`src/rtl/whac_pkg.sv`:
```
// rtl/whac_pkg.sv - shared types and constants for the whac-a-mole pipeline
package whac_pkg;

  typedef enum logic [1:0] {IDLE, DOWN, GEN, UP} state_t;

  localparam int                LFSR_W    = 32;
  localparam logic [LFSR_W-1:0] LFSR_TAPS = 32'h8020_0003;
  localparam int                ROUND_W   = 8;

  // Right-shifting Galois step for x^32 + x^22 + x^2 + x + 1.
  function automatic logic [LFSR_W-1:0] lfsr_next(input logic [LFSR_W-1:0] q);
    return (q >> 1) ^ (q[0] ? LFSR_TAPS : '0);
  endfunction

endpackage

```
`src/rtl/mole_spawner_lfsr32.sv`:
```
// rtl/mole_spawner_lfsr32.sv - free-running 32-bit Galois LFSR
module lfsr32
  import whac_pkg::*;
(
  input  logic              clk,
  input  logic              rst_n,
  input  logic [LFSR_W-1:0] seed,
  output logic [LFSR_W-1:0] q
);

  always_ff @(posedge clk or negedge rst_n) begin
    if (!rst_n) q <= seed;
    else        q <= lfsr_next(q);
  end

endmodule

```
`src/rtl/mole_spawner.sv`:
```
// rtl/mole_spawner.sv - round FSM that picks mole holes and sizes the up-window
module mole_spawner
  import whac_pkg::*;
#(
  parameter int                NUM_HOLES   = 18,
  parameter int                MAX_MOLES   = 3,
  parameter logic [31:0]       UP_INIT     = 32'd50_000_000,
  parameter logic [31:0]       UP_STEP     = 32'd2_000_000,
  parameter logic [31:0]       UP_MIN      = 32'd15_000_000,
  parameter logic [31:0]       DOWN_CYCLES = 32'd25_000_000,
  parameter logic [LFSR_W-1:0] LFSR_SEED   = 32'hACE1_2024
) (
  input  logic                 clk,
  input  logic                 rst_n,
  input  logic                 game_in_progress,
  input  logic                 full_clear_hit,
  output logic [NUM_HOLES-1:0] mole_positions,
  output logic [ROUND_W-1:0]   round_count
);

  localparam logic [7:0]  HOLES8       = 8'(NUM_HOLES);
  localparam logic [7:0]  MOLES8       = 8'(MAX_MOLES);
  localparam logic [32:0] SHRINK_FLOOR = {1'b0, UP_MIN} + {1'b0, UP_STEP};

  logic [LFSR_W-1:0]    lfsr;
  logic [7:0]           idx;
  logic [7:0]           k_draw;
  logic [NUM_HOLES-1:0] hole_bit;
  logic                 lfsr_hi_unused;

  state_t               state;
  logic [31:0]          up_time;
  logic [31:0]          timer;
  logic [7:0]           gen_left;
  logic [NUM_HOLES-1:0] pattern;

  lfsr32 u_lfsr (
    .clk   (clk),
    .rst_n (rst_n),
    .seed  (LFSR_SEED),
    .q     (lfsr)
  );

  assign idx            = lfsr[7:0] % HOLES8;
  assign k_draw         = 8'd1 + (lfsr[15:8] % MOLES8);
  assign hole_bit       = {{(NUM_HOLES-1){1'b0}}, 1'b1} << idx;
  assign lfsr_hi_unused = ^lfsr[LFSR_W-1:16];

  always_ff @(posedge clk or negedge rst_n) begin
    if (!rst_n) begin
      state          <= IDLE;
      mole_positions <= '0;
      round_count    <= '0;
      up_time        <= UP_INIT;
      timer          <= '0;
      gen_left       <= '0;
      pattern        <= '0;
    end else if (!game_in_progress) begin
      // Abandoning a game discards the round in flight; the LFSR keeps running.
      state          <= IDLE;
      mole_positions <= '0;
      round_count    <= '0;
      up_time        <= UP_INIT;
    end else begin
      case (state)
        IDLE: begin
          state <= DOWN;
          timer <= DOWN_CYCLES - 32'd1;
        end
        DOWN: begin
          if (timer == '0) begin
            state    <= GEN;
            gen_left <= k_draw;
            pattern  <= '0;
          end else begin
            timer <= timer - 32'd1;
          end
        end
        GEN: begin
          // Last draw is folded straight into the output so UP starts populated.
          pattern  <= pattern | hole_bit;
          gen_left <= gen_left - 8'd1;
          if (gen_left == 8'd1) begin
            state          <= UP;
            mole_positions <= pattern | hole_bit;
            timer          <= up_time - 32'd1;
          end
        end
        UP: begin
          if (full_clear_hit || timer == '0) begin
            state          <= DOWN;
            mole_positions <= '0;
            timer          <= DOWN_CYCLES - 32'd1;
            if (round_count != '1) round_count <= round_count + 1'b1;
            up_time <= ({1'b0, up_time} >= SHRINK_FLOOR) ? up_time - UP_STEP : UP_MIN;
          end else begin
            timer <= timer - 32'd1;
          end
        end
        default: state <= IDLE;
      endcase
    end
  end

endmodule

```
`config.mk`:
```
export PLATFORM = sky130hd
export DESIGN_NAME = mole_spawner
export DESIGN_NICKNAME = d
export VERILOG_FILES = /design/src/rtl/whac_pkg.sv /design/src/rtl/mole_spawner_lfsr32.sv /design/src/rtl/mole_spawner.sv
export SDC_FILE = /design/constraint.sdc
export NUM_CORES = 1
export LEC_CHECK = 0
export ABC_AREA = 1
export CAP_MARGIN = 20
export CORE_MARGIN = 5
export CORE_UTILIZATION = 64
export DETAILED_ROUTE_END_ITERATION = 12
export DONT_BUFFER_PORTS = 1
export HOLD_SLACK_MARGIN = 0.03
export PLACE_DENSITY = 0.78
export SYNTH_ARGS = -nofsm -noshare
export SYNTH_HDL_FRONTEND = slang
export SYNTH_SLANG_ARGS = --single-unit
```
`constraint.sdc`:
```
create_clock -name clk -period 4.24 [get_ports clk]
set_clock_uncertainty 0.1 [all_clocks]
set_input_delay 0.848 -clock clk [delete_from_list [all_inputs] [get_ports clk]]
set_output_delay 0.848 -clock clk [all_outputs]
set_load 0.02 [all_outputs]
```
; Yosys cells after proc, flatten, opt, wreduce, memory -nomap -nowiden
; Cells that the tools add are included.
[op_classes]
reduce_logical = 10
addsub = 6
eq_ne = 15
mul = 0
shifts = 1
bitwise = 2
div = 2
order_cmp = 1
n_mux = 26
[op_table]
columns = op, count
row1 = $mux 32, 8
row2 = $pmux 32 s4, 1
row3 = $mux 18, 4
row4 = $pmux 18 s2, 2
row5 = $sub 32x1->32 const B, 2
row6 = $mux 8, 5
row7 = $ge 32x25->1 const B, 1
row8 = $logic_not 32->1, 1
row9 = $sub 32x21->32 const B, 1
row10 = $xor 31x32->32, 1
row11 = $or 18x18->18, 1
row12 = $shl 1x8->18 const A, 1
row13 = $pmux 8 s2, 1
row14 = $reduce_and 3->1, 5
row15 = $ne 3x3->1 const B, 3
row16 = $add 1x8->8 const A, 1
row17 = $add 8x1->8 const B, 1
row18 = $eq 8x1->1 const B, 1
row19 = $mod 8x2->8 const B, 1
row20 = $mod 8x5->8 const B, 1
row21 = $mux 2, 4
row22 = $ne 8x8->1 const B, 1
row23 = $pmux 2 s4, 1
row24 = $sub 8x1->8 const B, 1
row25 = other kinds (9), 14
[totals]
ramBits = 0
rom_bits = 0
regBits = 150
input_bits = 4
mem_count = 0
out_inout_bits = 26
wordCells = 71
latch_bits = 0

; Logic depth before layout (Yosys ltp)
[logic_depth]
depth_word = 6
depth_mapped = 27
depth_no_buf = 27

; Worst setup path before layout
; OpenSTA, ideal clock, no wires.
[synth_timing]
path_type = flip-flop to flip-flop
start = register u_lfsr.q[13]
end = register gen_left[4]
n_path_buf = 0
setup_time_ns = 0.077
t_arrival_ns = 3.176
setup_slack_ns = 0.886
stages_incl_launch_ff = 26
path_cell_list = dfstp_2 nand2_1 nand2_1 nand3_1 nand2_1 o21ai_2 nand2_2 inv_1 o21ai_1 nand2_1 a21oi_1 nor2_1 ha_1 a21oi_4 nand2_2 nand2_1 nand2_1 ha_1 inv_1 nand3_4 xor2_1 ha_1 nand3_1 o21ai_1 nand2_1 a21oi_1
[synth_via]
elab_chain_len = 4
[synth_rtl]
columns = element, line
row1 = start: declaration, mole_spawner_lfsr32.sv:8  ; output logic [LFSR_W-1:0] q
row2 = start signal: assignment, mole_spawner_lfsr32.sv:13  ; else q <= lfsr_next(q);
row3 = $mod 8x2->8, mole_spawner.sv:45  ; assign k_draw = 8'd1 + (lfsr[15:8] % MOLES8);
row4 = $add 1x8->8, mole_spawner.sv:45
row5 = $mux 8, mole_spawner.sv:71  ; if (timer == '0) begin
row6 = $pmux 8 s2, mole_spawner.sv:65  ; case (state)
row7 = end signal: assignment, mole_spawner.sv:73  ; gen_left <= k_draw;
row8 = end signal: assignment, mole_spawner.sv:82  ; gen_left <= gen_left - 8'd1;
row9 = end: declaration, mole_spawner.sv:34  ; logic [7:0] gen_left;
; No other way between the ends. The select of a mux whose other input is x is not followed.
; A chain may end at the register's enable or synchronous reset.

; Worst setup path after layout
; Ends and elaborated chain as after synthesis.

==> flow_summary.toml <==
[status]
status = "complete, no violations"

[setup_path]
cp_slowest_cell = "dfstp_2"
required_ns = 4.49
critPathBufInv = 4
crit_path_max_incr_delay_ns = 0.56
reg2reg_depth = 25
path_class = "reg -> reg"
cpMostUsedCell = "nand2_1"
startpoint_type = "flip-flop"
reg2reg_to = "gen_left[4]$_DFFE_PN0P_"
r2r-start = "u_lfsr.q[13]$_DFF_PN1_"
cp_max_fo = 8
endpoint_kind = "flip-flop"
critPathTopFamily = "simple AND/OR/NAND/NOR gates"
rrSetupSlack_ns = 0.42
cp.arrival_ns = 4.07

[worst_hold_path]
hp-class = "in -> async"

[yosys]
syn-cell-area_um2 = 9030
yosys_most_used_dff = "dfrtp_1"
synth_top_area_frac = 0.335
synthCells = 1186
yosysSeqAreaShare = 0.402
avgSynthCellArea_um2 = 7.61
synth_seq_cells = 144
ys_warn_count = 0
synth_nets = 1210
synth_edf_count = 0
yosysTopAreaCell = "dfrtp_1"
async_reset_ff_frac = 1.00
yosys-top-cells-area = "dfrtp_1, nand2_1, inv_1, dfstp_2, nor2_1"
ys_types = 64

[clocking]
cts_root_buf = "clkbuf_16"
htreeDepth = 4
clock_path_buffers = 2
clock_latency_ns = 0.43
tritoncts = "yes"
numClockSinks = 144
clkTransAtPathRegs_ns = 0.06
cts_setup_buffers = 0
cts_buffers = 17

[timing]
setup_tns_ns = 0
setup_slack_ns = 0.421
period_share = 0.901
rsz0062_at_grt = "no"
setup_violations = 0
hold_viol_final = 0
worst_pin_slew_ns = 0.695
slew_viol_final = 0
holdWs_ns = 0.163
relSlewSlack = 0.535
finalCriticalPeriod_ns = 3.82
maxClockFrequency_mhz = 262

[layout]
diodes = 0
multi_input_area_um2 = 4610
layout.cells.non_filler = 1386
fill_cells = 1107
drive_gt1_frac = 0.122
fin_nets = 1217
area_growth_pct = 9.08
seq_area_um2 = 3630

[drt]
vias = 7948
first_iter_violations = 552
viasPerCell = 5.73
drc = 0
postRouteAntennaNets = 0
drt-total-wl_mm = 20.8
first_pass_iters = 5
wl_per_cell_um = 15.0

[die]
initial_core_util = 0.651
rows = 43
core_area_um2 = 13900
die_w_um = 129
boundaryPins = 30
die_y_um = 129
die-area_um2 = 16600

[power_and_ir_drop]
p_leak_nw = 4.70
vdd_drop_max_uv = 383
p_total_mw = 4.36
powerDensity_nw_per_um2 = 443

[global_routing]
grt_max_degree = 122
antenna_found_initial = 0
grt_pass1_wl_mm = 36.1
first_global_vias = 7698
grt_use_total = 0.266
grt_overflow_total = 0

[place]
place.gp.congestion = 0.947
numPlacedInstances = 1353
io_buffer_count = 0
pre_cts_ws_ns = 0.498
hpwl_mm = 14.8

[job]
cap_violations = 0
==> cells by family (layout without fill, tap and decap cells) <==
| kind of cell | after synthesis | count (layout) | share of synthesized area |
|---|---|---|---|
| AND/OR/NAND/NOR | 547 | 547 | 0.295 |
| AO/OA/AOI/OAI | 232 | 232 | 0.153 |
| buffers and inverters | 208 | 228 | 0.0877 |
| flip-flops | 144 | 144 | 0.402 |
| XOR/XNOR | 35 | 35 | 0.0339 |
| adder cells (fa/ha/maj) | 20 | 20 | 0.0277 |
==> through the flow <==
stage,cell area (µm²),util
detailed placement,9220,0.664
global route,9850,0.710
CTS,9840,0.709
finish,9850,0.710
floorplan,9030,-
global placement,9220,0.664
==> worst max path at each step <==
stage / to / start / slack (ns) / cells after the start
2_1_floorplan: gen_left[4]$_DFFE_PN0P_ / u_lfsr.q[13]$_DFF_PN1_ / 0.89 / 25
3_3_place_gp: gen_left[4]$_DFFE_PN0P_ / u_lfsr.q[13]$_DFF_PN1_ / 0.72 / 25
3_5_place_dp: gen_left[4]$_DFFE_PN0P_ / u_lfsr.q[13]$_DFF_PN1_ / 0.50 / 25
4_1_cts: gen_left[4]$_DFFE_PN0P_ / u_lfsr.q[13]$_DFF_PN1_ / 0.38 / 25
5_1_grt: gen_left[4]$_DFFE_PN0P_ / u_lfsr.q[13]$_DFF_PN1_ / 0.04 / 25
6_report: gen_left[4]$_DFFE_PN0P_ / u_lfsr.q[13]$_DFF_PN1_ / 0.42 / 25
==> power by group <==
part           internal (mW)  switching (mW)  total [mW]
registers               1.56           0.211        1.77
clock network          0.889           0.612        1.50
logic                  0.355           0.732        1.09
==> layout make-up <==
class | instances | area share
multi-input cells | 834 | 0.468
flip-flops and latches | 144 | 0.369
inverters | 189 | 0.0724
clock buffers | 18 | 0.0446
well taps | 180 | 0.0229
clock inverters | 14 | 0.0156
repair buffers | 7 | 0.00737
==> layout by cell type, fill, tap and decap left out, types with 5 or more instances in the layout <==
master / n
a21boi_1: 9
inv_2: 10
a21oi_1: 66
a22oi_1: 7
buf_4: 6
nor3_1: 21
ha_1: 20
dfstp_2: 23
a32oi_1: 8
o21ai_1: 14
o221ai_1: 5
nand2_4: 8
o21ai_0: 80
a31oi_1: 8
inv_6: 5
o22ai_1: 9
xor2_1: 31
nand2_2: 16
nand3_2: 16
nand2_1: 220
clkbuf_16: 17
nand4_1: 21
inv_1: 174
nor4_1: 6
nor2_1: 134
nand3_1: 72
dfrtp_1: 121
==> per-layer routing <==
layer | global-route usage | share of wire | wire (µm)
met5 | 0 | 0 | 0
met4 | 0.0766 | 0.017 | 364
met3 | 0.0598 | 0.060 | 1250
met1 | 0.379 | 0.46 | 9630
met2 | 0.410 | 0.46 | 9590
==> flip-flops by register name (all words and copies together), names as in the netlist <==
register        cells
gen_left            8
mole_positions     18
u_lfsr.q           32
up_time            26
pattern            18
state               2
timer              32
round_count         8
==> Yosys cell counts (10+ instances only) <==
library cell	n
nand3_1	72
inv_2	10
nand2_1	220
nand2_2	16
nand4_1	21
xor2_1	32
ha_1	20
o21ai_1	14
inv_1	174
a21oi_1	66
nor2_1	134
nand3_2	16
dfstp_2	23
o21ai_0	80
dfrtp_1	121
clkbuf_1	13
nor3_1	21
==> what timing repair did <==
item / CTS / global route
endpoints found under the hold margin: 121 / 0
setup endpoints to repair: 0 / 1
hold buffers: 1 / 0
gates resized for setup: 0 / 1
==> worst reg2reg max path: cells and delay by family, from the launching register on <==
| family | cells | cell delay, ns |
|---|---|---|
| XOR/XNOR | 1 | 0.21 |
| adder cells (fa/ha/maj) | 3 | 0.63 |
| buffers and inverters | 4 | 0.37 |
| flip-flops | 1 | 0.56 |
| AO/OA/AOI/OAI | 6 | 0.85 |
| AND/OR/NAND/NOR | 11 | 1.01 |
(Power assumes the default switching activity.)
